## config.mk

```make
export PLATFORM = sky130hd
export DESIGN_NAME = mem_arbiter
export DESIGN_NICKNAME = d
export VERILOG_FILES = /design/src/rtl/cpu_types_pkg.sv /design/src/rtl/link_reg.sv /design/src/rtl/mem_arbiter.sv
export SDC_FILE = /design/constraint.sdc
export NUM_CORES = 1
export LEC_CHECK = 0
export CAP_MARGIN = 20
export CELL_PAD_IN_SITES_DETAIL_PLACEMENT = 0
export CELL_PAD_IN_SITES_GLOBAL_PLACEMENT = 1
export CORE_MARGIN = 4
export CORE_UTILIZATION = 11
export DETAILED_ROUTE_END_ITERATION = 16
export GPL_TIMING_DRIVEN = 0
export PLACE_DENSITY = 0.77
export RECOVER_POWER = 50
export SLEW_MARGIN = 40
export SYNTH_ARGS = -nofsm -noshare
export SYNTH_HDL_FRONTEND = slang
export SYNTH_HIERARCHICAL = 1
export SYNTH_SLANG_ARGS = --single-unit
```

## constraint.sdc

```tcl
create_clock -name CLK -period 1.95 [get_ports CLK]
set_clock_uncertainty 0.2 [all_clocks]
set_input_delay 0.39 -clock CLK [delete_from_list [all_inputs] [get_ports CLK]]
set_output_delay 0.39 -clock CLK [all_outputs]
set_load 0.1 [all_outputs]
```

## src/rtl/cpu_types_pkg.sv

```systemverilog
// Shared CPU types: RAM handshake state, word type and memory-arbiter FSM state,
// plus the starvation-counter step function used by the arbiter.
package cpu_types_pkg;

  localparam int unsigned WordW   = 32;
  localparam int unsigned StarveW = 4;

  typedef logic [WordW-1:0]   word_t;
  typedef logic [StarveW-1:0] starve_cnt_t;

  typedef enum logic [1:0] {
    FREE   = 2'b00,
    BUSY   = 2'b01,
    ACCESS = 2'b10,
    ERROR  = 2'b11
  } ramstate_t;

  typedef enum logic [1:0] {
    IDLE   = 2'b00,
    IGRANT = 2'b01,
    DGRANT = 2'b10
  } arb_state_t;

  // Count data grants served while a fetch is waiting; any data grant with no
  // fetch pending means the fetch side is not being starved.
  function automatic starve_cnt_t starve_next(input starve_cnt_t cnt,
                                              input logic        fetch_pending,
                                              input starve_cnt_t limit);
    if (!fetch_pending) return '0;
    return (cnt >= limit) ? limit : cnt + starve_cnt_t'(1);
  endfunction

endpackage

```

## src/rtl/link_reg.sv

```systemverilog
// LL/SC link register, only built when ATOMIC_LINK_EN is defined.
//   clk_i, rst_i : clock, synchronous active-high reset (link invalid)
//   ll_done_i    : a load-linked completed; capture addr_i and set valid
//   wr_done_i    : a write to addr_i completed; drops the link if it hits
//   addr_i       : current data address
//   link_ok_o    : link valid and addr_i matches the linked address
`ifdef ATOMIC_LINK_EN
module link_reg #(
  parameter int unsigned ADDR_W = 32
) (
  input  logic              clk_i,
  input  logic              rst_i,
  input  logic              ll_done_i,
  input  logic              wr_done_i,
  input  logic [ADDR_W-1:0] addr_i,
  output logic              link_ok_o
);
  logic              valid_q, valid_d;
  logic [ADDR_W-1:0] addr_q, addr_d;
  logic              addr_hit;

  assign addr_hit  = (addr_q == addr_i);
  assign link_ok_o = valid_q & addr_hit;

  always_comb begin
    valid_d = valid_q;
    addr_d  = addr_q;
    if (ll_done_i) begin
      valid_d = 1'b1;
      addr_d  = addr_i;
    end else if (wr_done_i && addr_hit) begin
      // Covers both a successful SC and a plain store to the linked word.
      valid_d = 1'b0;
    end
  end

  always_ff @(posedge clk_i) begin
    if (rst_i) begin
      valid_q <= 1'b0;
      addr_q  <= '0;
    end else begin
      valid_q <= valid_d;
      addr_q  <= addr_d;
    end
  end
endmodule
`endif

```

## src/rtl/mem_arbiter.sv

```systemverilog
// Arbitrates the single RAM port between instruction fetch and data access.
// A registered FSM (IDLE/IGRANT/DGRANT) grants one side at a time; the loser
// sees its wait line high. After MAX_DATA_GRANTS data grants with a fetch
// pending, the fetch is forced through.
// Optional macro ATOMIC_LINK_EN adds the LL/SC link register (link_reg).
// Ports:
//   CLK, RST                       clock, synchronous active-high reset
//   iREN, iaddr / iload, iwait     fetch request and response
//   dREN, dWEN, datomic, daddr,
//   dstore / dload, dwait          data request and response (dload=1 on SC success)
//   ramREN, ramWEN, ramaddr,
//   ramstore / ramload, ramstate   RAM port
module mem_arbiter
  import cpu_types_pkg::*;
#(
  parameter int unsigned ADDR_W          = 32,
  parameter int unsigned WORD_W          = 32,
  parameter int unsigned MAX_DATA_GRANTS = 4
) (
  input  logic              CLK,
  input  logic              RST,
  input  logic              iREN,
  input  logic [ADDR_W-1:0] iaddr,
  output logic [WORD_W-1:0] iload,
  output logic              iwait,
  input  logic              dREN,
  input  logic              dWEN,
  input  logic              datomic,
  input  logic [ADDR_W-1:0] daddr,
  input  logic [WORD_W-1:0] dstore,
  output logic [WORD_W-1:0] dload,
  output logic              dwait,
  output logic              ramREN,
  output logic              ramWEN,
  output logic [ADDR_W-1:0] ramaddr,
  output logic [WORD_W-1:0] ramstore,
  input  logic [WORD_W-1:0] ramload,
  input  ramstate_t         ramstate
);
  localparam starve_cnt_t MaxGrants = starve_cnt_t'(MAX_DATA_GRANTS);

  arb_state_t  state_q, state_d;
  starve_cnt_t starve_q, starve_d;

  logic d_req, d_read, ram_ok, force_fetch;
  logic d_done, ll_done, wr_done;
  logic is_sc, sc_fail;

  assign d_req       = dREN | dWEN;
  assign d_read      = dREN & ~dWEN;  // read+write together counts as a write
  assign ram_ok      = (ramstate == ACCESS);
  assign force_fetch = iREN && (starve_q == MaxGrants);
  assign ll_done     = d_done & d_read & datomic;
  assign wr_done     = d_done & dWEN;

`ifdef ATOMIC_LINK_EN
  logic link_ok;

  assign is_sc   = dWEN & datomic;
  assign sc_fail = is_sc & ~link_ok;

  link_reg #(
    .ADDR_W(ADDR_W)
  ) u_link_reg (
    .clk_i    (CLK),
    .rst_i    (RST),
    .ll_done_i(ll_done),
    .wr_done_i(wr_done),
    .addr_i   (daddr),
    .link_ok_o(link_ok)
  );
`else
  logic unused_link;

  assign is_sc       = 1'b0;
  assign sc_fail     = 1'b0;
  assign unused_link = ll_done ^ wr_done;
`endif

  always_comb begin
    state_d  = state_q;
    starve_d = starve_q;
    ramREN   = 1'b0;
    ramWEN   = 1'b0;
    ramaddr  = '0;
    ramstore = '0;
    iwait    = 1'b1;
    dwait    = 1'b1;
    iload    = '0;
    dload    = '0;
    d_done   = 1'b0;

    unique case (state_q)
      IDLE: begin
        if (d_req && !force_fetch) begin
          state_d = DGRANT;
        end else if (iREN) begin
          state_d = IGRANT;
        end
      end

      IGRANT: begin
        ramREN  = 1'b1;
        ramaddr = iaddr;
        if (!iREN) begin
          state_d = IDLE;
        end else if (ram_ok) begin
          iload    = ramload;
          iwait    = 1'b0;
          state_d  = IDLE;
          starve_d = '0;
        end
      end

      DGRANT: begin
        ramaddr  = daddr;
        ramstore = dstore;
        if (!d_req) begin
          state_d = IDLE;
        end else if (sc_fail) begin
          // Failed SC completes at once without touching the RAM.
          dwait    = 1'b0;
          state_d  = IDLE;
          starve_d = starve_next(starve_q, iREN, MaxGrants);
        end else begin
          ramWEN = dWEN;
          ramREN = d_read;
          if (ram_ok) begin
            d_done   = 1'b1;
            dwait    = 1'b0;
            state_d  = IDLE;
            starve_d = starve_next(starve_q, iREN, MaxGrants);
            if (d_read) begin
              dload = ramload;
            end else if (is_sc) begin
              dload[0] = 1'b1;
            end
          end
        end
      end

      default: state_d = IDLE;
    endcase

    // No completion is reported while reset is held, whatever the RAM says.
    if (RST) begin
      iwait  = 1'b1;
      dwait  = 1'b1;
      iload  = '0;
      dload  = '0;
      d_done = 1'b0;
    end
  end

  always_ff @(posedge CLK) begin
    if (RST) begin
      state_q  <= IDLE;
      starve_q <= '0;
    end else begin
      state_q  <= state_d;
      starve_q <= starve_d;
    end
  end
endmodule

```

==> results of run 1 <==
-- cell usage in the layout (no fill, tap or decap), types with 3 or more instances in the layout --
cell	synthesis	layout
inv_1	6	3
nor2_1	3	3
nor2b_1	35	3
a22oi_2	0	32
nor2b_4	0	32
clkbuf_16	0	9
dlygate4sd2_1	0	4
and2_4	0	95
dfxtp_1	6	4
clkdlybuf4s50_1	0	128
buf_8	0	14
buf_4	0	12
buf_6	4	18
buf_12	0	130
nand2_1	4	3
ha_1	6	3
-- registers in the layout, indices dropped and copies added, names as in the netlist --
name and flops:
state_q 2, starve_q 4
-- timing repair --
action                     in CTS  in global routing
resized for setup             555                 90
hold buffers                    0                  0
buffers inserted               17                  7
gates cloned                    5                  4
pin swaps                       4                 17
setup endpoints to repair     132                132
-- where the power goes --
group | internal, mW | switching [mW] | leakage (nW)
Sequential | 0.127 | 0.00547 | 0.0500
Clock | 0.263 | 0.0659 | 0.0370
Combinational | 0.946 | 1.05 | 2.75
-- worst max-delay path, cell delays in order (launching register included) --
cell and delay [ns]:
dfxtp_4 0.39, ha_4 0.14, buf_6 0.10, nand2_4 0.05
nor3_4 0.24, buf_12 0.17, clkbuf_16 0.14, and2_4 0.14
buf_12 0.16
-- metal layers --
metal	wire length, microns	up-vias
li1	-	1411
met1	4260	1398
met2	6860	180
met4	93	0
met5	0	-
met3	984	8
-- cells by family (layout without fill, tap and decap cells) --
kind of cell | after synthesis | count (layout) | share of synthesized area
fa+ha+maj | 6 | 6 | 0.0448
buf+inv | 28 | 325 | 0.0851
flops | 6 | 6 | 0.0716
mux | 3 | 3 | 0.0187
simple gates | 157 | 157 | 0.595
compound gates | 40 | 40 | 0.185
-- worst paths after layout --
check | end | slack (ns) | cells after the start
worst min register to register | starve_q[1] | 0.28 | 2
worst min-delay path | starve_q[1] | 0.28 | 2
worst max register to register | state_q[1] | 0.15 | 7
worst max-delay path | iload[22] | -0.42 | 8
-- metrics by stage --
step / setup WS (ns) / util / cells / instance area [sq um]
3_3_place_gp: -1.89 / 0.347 / 689 / 5120
4_1_cts: -0.476 / 0.459 / 712 / 6770
2_1_floorplan: -0.184 / - / 240 / 2230
5_1_grt: -0.504 / 0.490 / 721 / 7220
3_5_place_dp: -1.16 / 0.302 / 689 / 4460
6_report: -0.420 / 0.490 / 721 / 7220
-- layout make-up --
cell class | count | area [sq um]
timing repair buffer | 296 | 4330
tap | 184 | 230
sequential | 6 | 128
inverter | 6 | 31.3
clock buffer | 3 | 75.1
buffer | 20 | 308
multi-input combinational | 206 | 2120
fill | 1247 | 7530
==> results.md, run 1 <==
* Register area share after synthesis at 0.0716
* M3 GR Usage at 0.0336
* Crit. Startpoint: state_q[0]
* Highest clock rate at roughly 420 MHz
* Critical Path Start Type: flip-flop
* Area contributors post-synth: and2_1 (36%), a22oi_1 (14%), nor2b_1 (13%), dfxtp_1 (7.2%), ha_1 (4.5%)
* TritonCTS clock tree: built
* YS warnings at 6
* Unique masters post-synth at 37
* Post-synthesis net count at between 300 and 400
* Count leader, synth: and2_1
* Clk_lat worst skew at between 0.2 and 0.25 ns
* Crit Path Category: reg2out
* Max_cap viols at 0
* Share of the synthesized area in the top cell type at 0.358
* Clock transition at the registers of the reported paths at around 0.030 ns
* Number of global-route vias before repair at between 3,000 and 4,000
* Area delta synth->final at 331%
* Synth top cells by count: and2_1 (96), nor2b_1 (35), a22oi_1 (32), clkbuf_1 (10)
* Post-synth EDFFs at 0
* Core Footprint at ~15,000 sq um
* CTS sink cnt at 6
* Worst setup EP type: output port
* Initial Util at 0.114
* Arr. time, crit path at about 1.8 ns
* Final worst slack at -0.420 ns
* Largest net degree at the start of global routing at 11
* Netlist Area Pre-Place at approximately 1700 sq um
* Setup TNS at -42.35 ns
* Initial antenna violation count at 0
* Initial DRT Pass Iterations at 4
* H-tree levels at 1
* Placer Congestion at around 0.74
* Failing checks: negative setup slack
* Largest area contributor in the netlist: and2_1
* Port buffer count at roughly 270
* Hpwl dp at between 8 and 9 mm
* Relative slew slack at 0.719
* Die ar. at between 15,000 and 20,000 sq um
* Drt first-iter violations at between 60 and 70
* VDD IR max at 398 uV
* Reg-to-Reg Start: state_q[0]
* Die W at 131 microns
* Total track usage at 0.126
* Clock Root Buffer: clkbuf_16
* Fin crit share at 1.22
* P_leak at about 2.8 nW
* Final Hold Viols at 0
* Synth Flop Type: dfxtp_1
* HP Start: starve_q[1]
* GR Util met2 at 0.254
* CTS Buffer Depth at 2
* Asr flop ratio synth at 0
* Tot Pwr at roughly 2.5 mW
* # rows at 44
* Unrepaired setup endpoints after global routing: yes
* Met1 global-route usage at 0.133
* Final setup vio count at between 100 and 150
* Slew @ Worst Pin at between 0.4 and 0.5 ns
* Avg Inst Size Synth at ~7 sq um
* Die Y at roughly 130 microns
* Crit path time final at 2.37 ns
* Total CTS buffers at 3
* Wire per inst at 16.9 microns
* GRT busiest layer: met2
* Vias per inst at roughly 4.2
* Worst min path class: reg2reg
* FF+latch count, synth at 6
* DRC viols at 0
* Syn Inst Count at 240
* Final slew viol count at 0
* Ratio of cells with drive above 1 in the final layout at 0.680
* Req. time, crit path at 1.36 ns
* Routed WL at ~12 mm
* Diode count at 0
* Crit-path max FO at 7
* Post-layout net count at between 600 and 700
* Routed Antenna Nets at 0
* Worst hold margin at between 0.2 and 0.3 ns
* First-pass GRT wire length at roughly 18 mm
* Total vias in the final route at ~3,000
* Top Ports at ~270
* Status: complete, but fails checks
* Overflow after GRT at 0
* Power per Cell Area at 340 nW/um^2
Note: power is estimated with default switching activity, not from simulation.
==> run 2: changes to the inputs <==
CORE_UTILIZATION = 13   (was 11)
CTS_BUF_LIST = sky130_fd_sc_hd__clkbuf_8 sky130_fd_sc_hd__clkbuf_16   (was unset)
PLACE_DENSITY = 0.85   (was 0.77)
clock period = 2.5 ns   (was 1.95 ns; I/O delays follow)
==> results.md, run 2 (synthesis results as in run 1) <==
* Status: complete, but fails checks
* Failing checks: negative setup slack
* Final slew viol count at 0
* H-tree levels at 1
* Fill cell count at 1,126
* Hpwl dp at between 9 and 10 mm
* First-pass GRT wire length at 18.9 mm
* Vias per inst at 4.20
* Die ar. at about 15,000 sq um
* Clock transition at the registers of the reported paths at ~0.030 ns
* Power per Cell Area at between 200 and 300 nW/um^2
* CTS Buffer Depth at 2
* Initial DRT Pass Iterations at 4
* Arr. time, crit path at about 1.8 ns
* Final Hold Viols at 0
* Req. time, crit path at 1.80 ns
* Crit path time final at 2.52 ns
* Top Ports at around 270
* Register bank with the most flops: starve_q
* Crit Path Category: reg2out
* P_leak at roughly 2.5 nW
* Cells after DPL at 677
* Max_cap viols at 0
* Area delta synth->final at 261%
* Total track usage at 0.162
* Total CTS buffers at 3
* Largest register FFs at 4
* Highest clock rate at 397 MHz
* Regs by FF count: starve_q: 4 flops, state_q: 2 flops
* Final worst slack at -0.0193 ns
* Placer Congestion at a little over 0.8
* Die Y at 122 microns
* Cell area after layout at about 6100 sq um
* Worst min path class: reg2reg
* HP Start: starve_q[0]
* Wire per inst at about 18 microns
* Post-layout net count at around 670
* Fin crit share at 1.01
* Number of global-route vias before repair at ~3,300
* Most common cell after layout, fill and taps aside: clkdlybuf4s50_1
* Drt first-iter violations at slightly above 70
* Relative slew slack at 0.664
* Critical Path Start Type: flip-flop
* Routed Antenna Nets at 0
* Initial Util at 0.133
* DRC viols at 0
* Layout Cells excl Fill at 700
* Initial antenna violation count at 0
* Total vias in the final route at about 2,900
* Diode count at 0
* Ratio of cells with drive above 1 in the final layout at 0.636
* Core Footprint at 12,600 sq um
* Overflow after GRT at 0
* Worst setup EP type: output port
* Port buffer count at between 200 and 300
* CTS sink cnt at 6
* # rows at 41
* Reg-to-Reg Start: state_q[1]
* Crit-path max FO at 5
* Commonest cells after routing, fill and taps aside: clkdlybuf4s50_1 (128), buf_6 (68), and2_4 (59), buf_12 (59), nor2b_4 (28)
* VDD IR max at about 220 uV
* Routed WL at about 13 mm
* Final setup vio count at 16
* Crit. Startpoint: state_q[1]
* Clock Root Buffer: clkbuf_16
* Die W at between 100 and 150 microns
* Slew @ Worst Pin at 0.508 ns
* Clk_lat worst skew at between 0.2 and 0.25 ns
* Largest net degree at the start of global routing at 11
* TritonCTS clock tree: built
* Placed Instance Area at 4210 sq um
* Unrepaired setup endpoints after global routing: yes
-- run 2: cell types whose count changed in the layout (fill, tap and decap cells not counted), moves of 10 or more --
cell | before | now
buf_12 | 130 | 59
buf_6 | 18 | 68
and2_4 | 95 | 59
and2_2 | 2 | 26
buf_4 | 12 | 26
and2_1 | 0 | 12
buf_8 | 14 | 4
-- run 2: what timing repair did --
item	CTS	global route
gates resized for setup	460	73
hold buffers	0	0
gates cloned	7	0
setup buffers	9	5
pin swaps	21	7
setup endpoints to repair	132	124
-- run 2: worst max-delay path, cell delays in order (launching register included) --
cell,delay (ns)
dfxtp_4,0.36
inv_4,0.07
ha_4,0.12
buf_8,0.11
nand2_4,0.06
nor3_4,0.22
buf_6,0.18
buf_6,0.13
and2_4,0.16
buf_12,0.17
-- run 2: per-stage QoR --
stage	worst slack, ns	hold WS (ns)	util	setup TNS, ns	total power, mW
6_report	-0.0193	0.289	0.480	-0.104	1.62
5_1_grt	-0.0883	0.315	0.480	-2.25	1.68
2_1_floorplan	-0.121	0.255	-	-0.135	0.851
4_1_cts	-0.0594	0.290	0.462	-2.61	1.58
3_3_place_gp	-1.53	0.268	0.386	-141.94	1.25
3_5_place_dp	-0.818	0.285	0.334	-53.44	1.19
-- run 2: final timing paths --
kind / depth (start not counted) / slack [ns] / to
hold / removal: 2 / 0.29 / starve_q[0]
setup / recovery: 9 / -0.02 / iload[12]
setup reg to reg: 7 / 0.68 / starve_q[0]
hold reg to reg: 2 / 0.29 / starve_q[0]
-- run 2: metal layers --
layer | GRT usage | wire, microns | up-vias
li1 | - | - | 1386
met2 | 0.321 | 6880 | 189
met1 | 0.161 | 4390 | 1355
met4 | 0.0259 | 141 | 0
met5 | 0 | 0 | -
met3 | 0.0613 | 1530 | 12
-- run 2: cell type report --
type                    instances  area (sq um)  share of cell area
plain buffers                  21           175              0.0289
inverters                       6          27.5             0.00455
well taps                     172           215              0.0356
repair buffers                286          3450               0.569
multi-input cells             206          1990               0.328
flip-flops and latches          6           128              0.0211
clock buffers                   3          75.1              0.0124
-- run 2: where the power goes --
part	total, mW	leakage [nW]	switching [mW]	internal (mW)
logic	1.25	2.39	0.762	0.490
registers	0.104	0.0500	0.00567	0.0988
clock network	0.263	0.0370	0.0575	0.206
==> run 3: changes to the inputs <==
REMOVE_ABC_BUFFERS = 1   (was unset)
==> results.md, run 3 (synthesis results as in run 1) <==
* Status: complete, but fails checks
* Failing checks: negative setup slack
* Fill cell count at roughly 1,200
* Relative slew slack at 0.663
* Hpwl dp at 7.45 mm
* Most common cell after layout, fill and taps aside: clkdlybuf4s50_1
* Commonest cells after routing, fill and taps aside: clkdlybuf4s50_1 (128), buf_12 (63), and2_4 (53)
* CTS sink cnt at 6
* Post-layout net count at about 670
* Initial DRT Pass Iterations at 4
* Total CTS buffers at 3
* Diode count at 0
* Largest net degree at the start of global routing at 34
* Post-layout util at 0.445
* Top Ports at roughly 270
* First-pass GRT wire length at ~16 mm
* Total vias in the final route at slightly below 3,000
* Final worst slack at -0.0388 ns
* Place WS at -0.927 ns
* Slew @ Worst Pin at between 0.5 and 0.6 ns
* Ratio of cells with drive above 1 in the final layout at 0.468
* CTS Hold Bufs at 0
* Max_cap viols at 0
* Req. time, crit path at 1.80 ns
* Initial Util at 0.133
* Final Hold Viols at 0
* Placer Congestion at around 0.77
* VDD IR max at roughly 220 uV
* Clk_lat worst skew at about 0.23 ns
* Highest clock rate at between 300 and 400 MHz
* Cell area after layout at between 5000 and 6000 sq um
* Register bank with the most flops: starve_q
* Unrepaired setup endpoints after global routing: yes
* Die Y at around 120 microns
* Die W at 122 microns
* Vias per inst at 4.24
* Die ar. at about 15,000 sq um
* Core Footprint at approximately 13,000 sq um
* Crit path time final at roughly 2.5 ns
* Arr. time, crit path at between 1.5 and 2 ns
* Final slew viol count at 0
* TritonCTS clock tree: built
* Clock transition at the registers of the reported paths at around 0.03 ns
* # rows at 41
* Worst min path class: reg2reg
* Area delta synth->final at 235%
* Routed Antenna Nets at 0
* Drt first-iter violations at 100
* Placed Instance Area at 3840 sq um
* Port buffer count at between 200 and 300
* Worst Reg-to-Reg Cells at 6
* DRC viols at 0
* Critical Path Start Type: input pin
* Power per Cell Area at 265 nW/um^2
* Fin crit share at 1.02
* Routed WL at 12.0 mm
* Regs by FF count: starve_q: 4 flops, state_q: 2 flops
* Wire per inst at 17.3 microns
* Crit Path Category: in2out
* Hold Path Depth at 2
* H-tree levels at 1
* Worst setup EP type: output port
* Total track usage at 0.138
* Clock Root Buffer: clkbuf_16
* CTS Buffer Depth at 2
* Initial antenna violation count at 0
* Overflow after GRT at 0
* Largest register FFs at 4
* P_leak at 2.36 nW
* Number of global-route vias before repair at 3,049
* Crit-path max FO at 9
* Tot Pwr at approximately 1.5 mW
* Final setup vio count at 22
## run 3: changes by cell type in the layout (fill, tap and decap cells not counted), sizes merged
| cell | before | now |
|---|---|---|
| buf | 161 | 166 |
| clkbuf | 20 | 5 |
| bufbuf | 0 | 2 |
| clkdlybuf4s15 | 1 | 2 |
## run 3: repair_timing
action                     4_1_cts  5_1_grt
buffers inserted                21        2
setup endpoints to repair      132       79
resized for setup              329       76
gates cloned                     6        2
pin swaps                        5       17
## run 3: area by class of cell
| class | instances | area (sq um) | area share |
|---|---|---|---|
| sequential | 6 | 128 | 0.0227 |
| inverter | 6 | 27.5 | 0.00490 |
| timing repair buffer | 300 | 3550 | 0.633 |
| clock buffer | 3 | 75.1 | 0.0134 |
| multi-input combinational | 206 | 1610 | 0.287 |
| tap | 172 | 215 | 0.0383 |
## run 3: metrics by stage
| stage | hold WS (ns) | std cells | setup TNS, ns |
|---|---|---|---|
| 2_1_floorplan | 0.255 | 218 | -142.45 |
| 3_3_place_gp | 0.268 | 656 | -307.27 |
| 3_5_place_dp | 0.284 | 660 | -52.76 |
| 4_1_cts | 0.288 | 690 | -0.0000738 |
| 5_1_grt | 0.317 | 693 | -3.19 |
| 6_report | 0.281 | 693 | -0.557 |
## run 3: metal layers
metal / wire length [microns] / share of wire / global-route usage
met5: 0 / 0 / 0
met4: 93 / 0.0078 / 0.0196
met3: 1480 / 0.12 / 0.0506
met2: 6290 / 0.52 / 0.265
met1: 4130 / 0.34 / 0.147
## run 3: worst max-delay path, cell delays in order
cell and delay [ns]:
clkdlybuf4s15_2 0.30, nand2_4 0.10, nor3_4 0.22, buf_12 0.15, buf_8 0.12, clkbuf_16 0.14
and2_4 0.15, buf_12 0.16
## run 3: worst paths after layout
check / from / endpoint / slack, ns
worst max-delay path: iREN / iload[13] / -0.04
worst min-delay path: starve_q[1] / starve_q[1] / 0.28
worst max register to register: state_q[1] / starve_q[0] / 0.49
worst min register to register: starve_q[1] / starve_q[1] / 0.28
## run 3: power by group
part / switching (mW) / leakage [nW] / internal, mW
logic: 0.710 / 2.28 / 0.413
registers: 0.00557 / 0.0500 / 0.0988
clock network: 0.0550 / 0.0370 / 0.205
total: 0.771 / 2.36 / 0.717
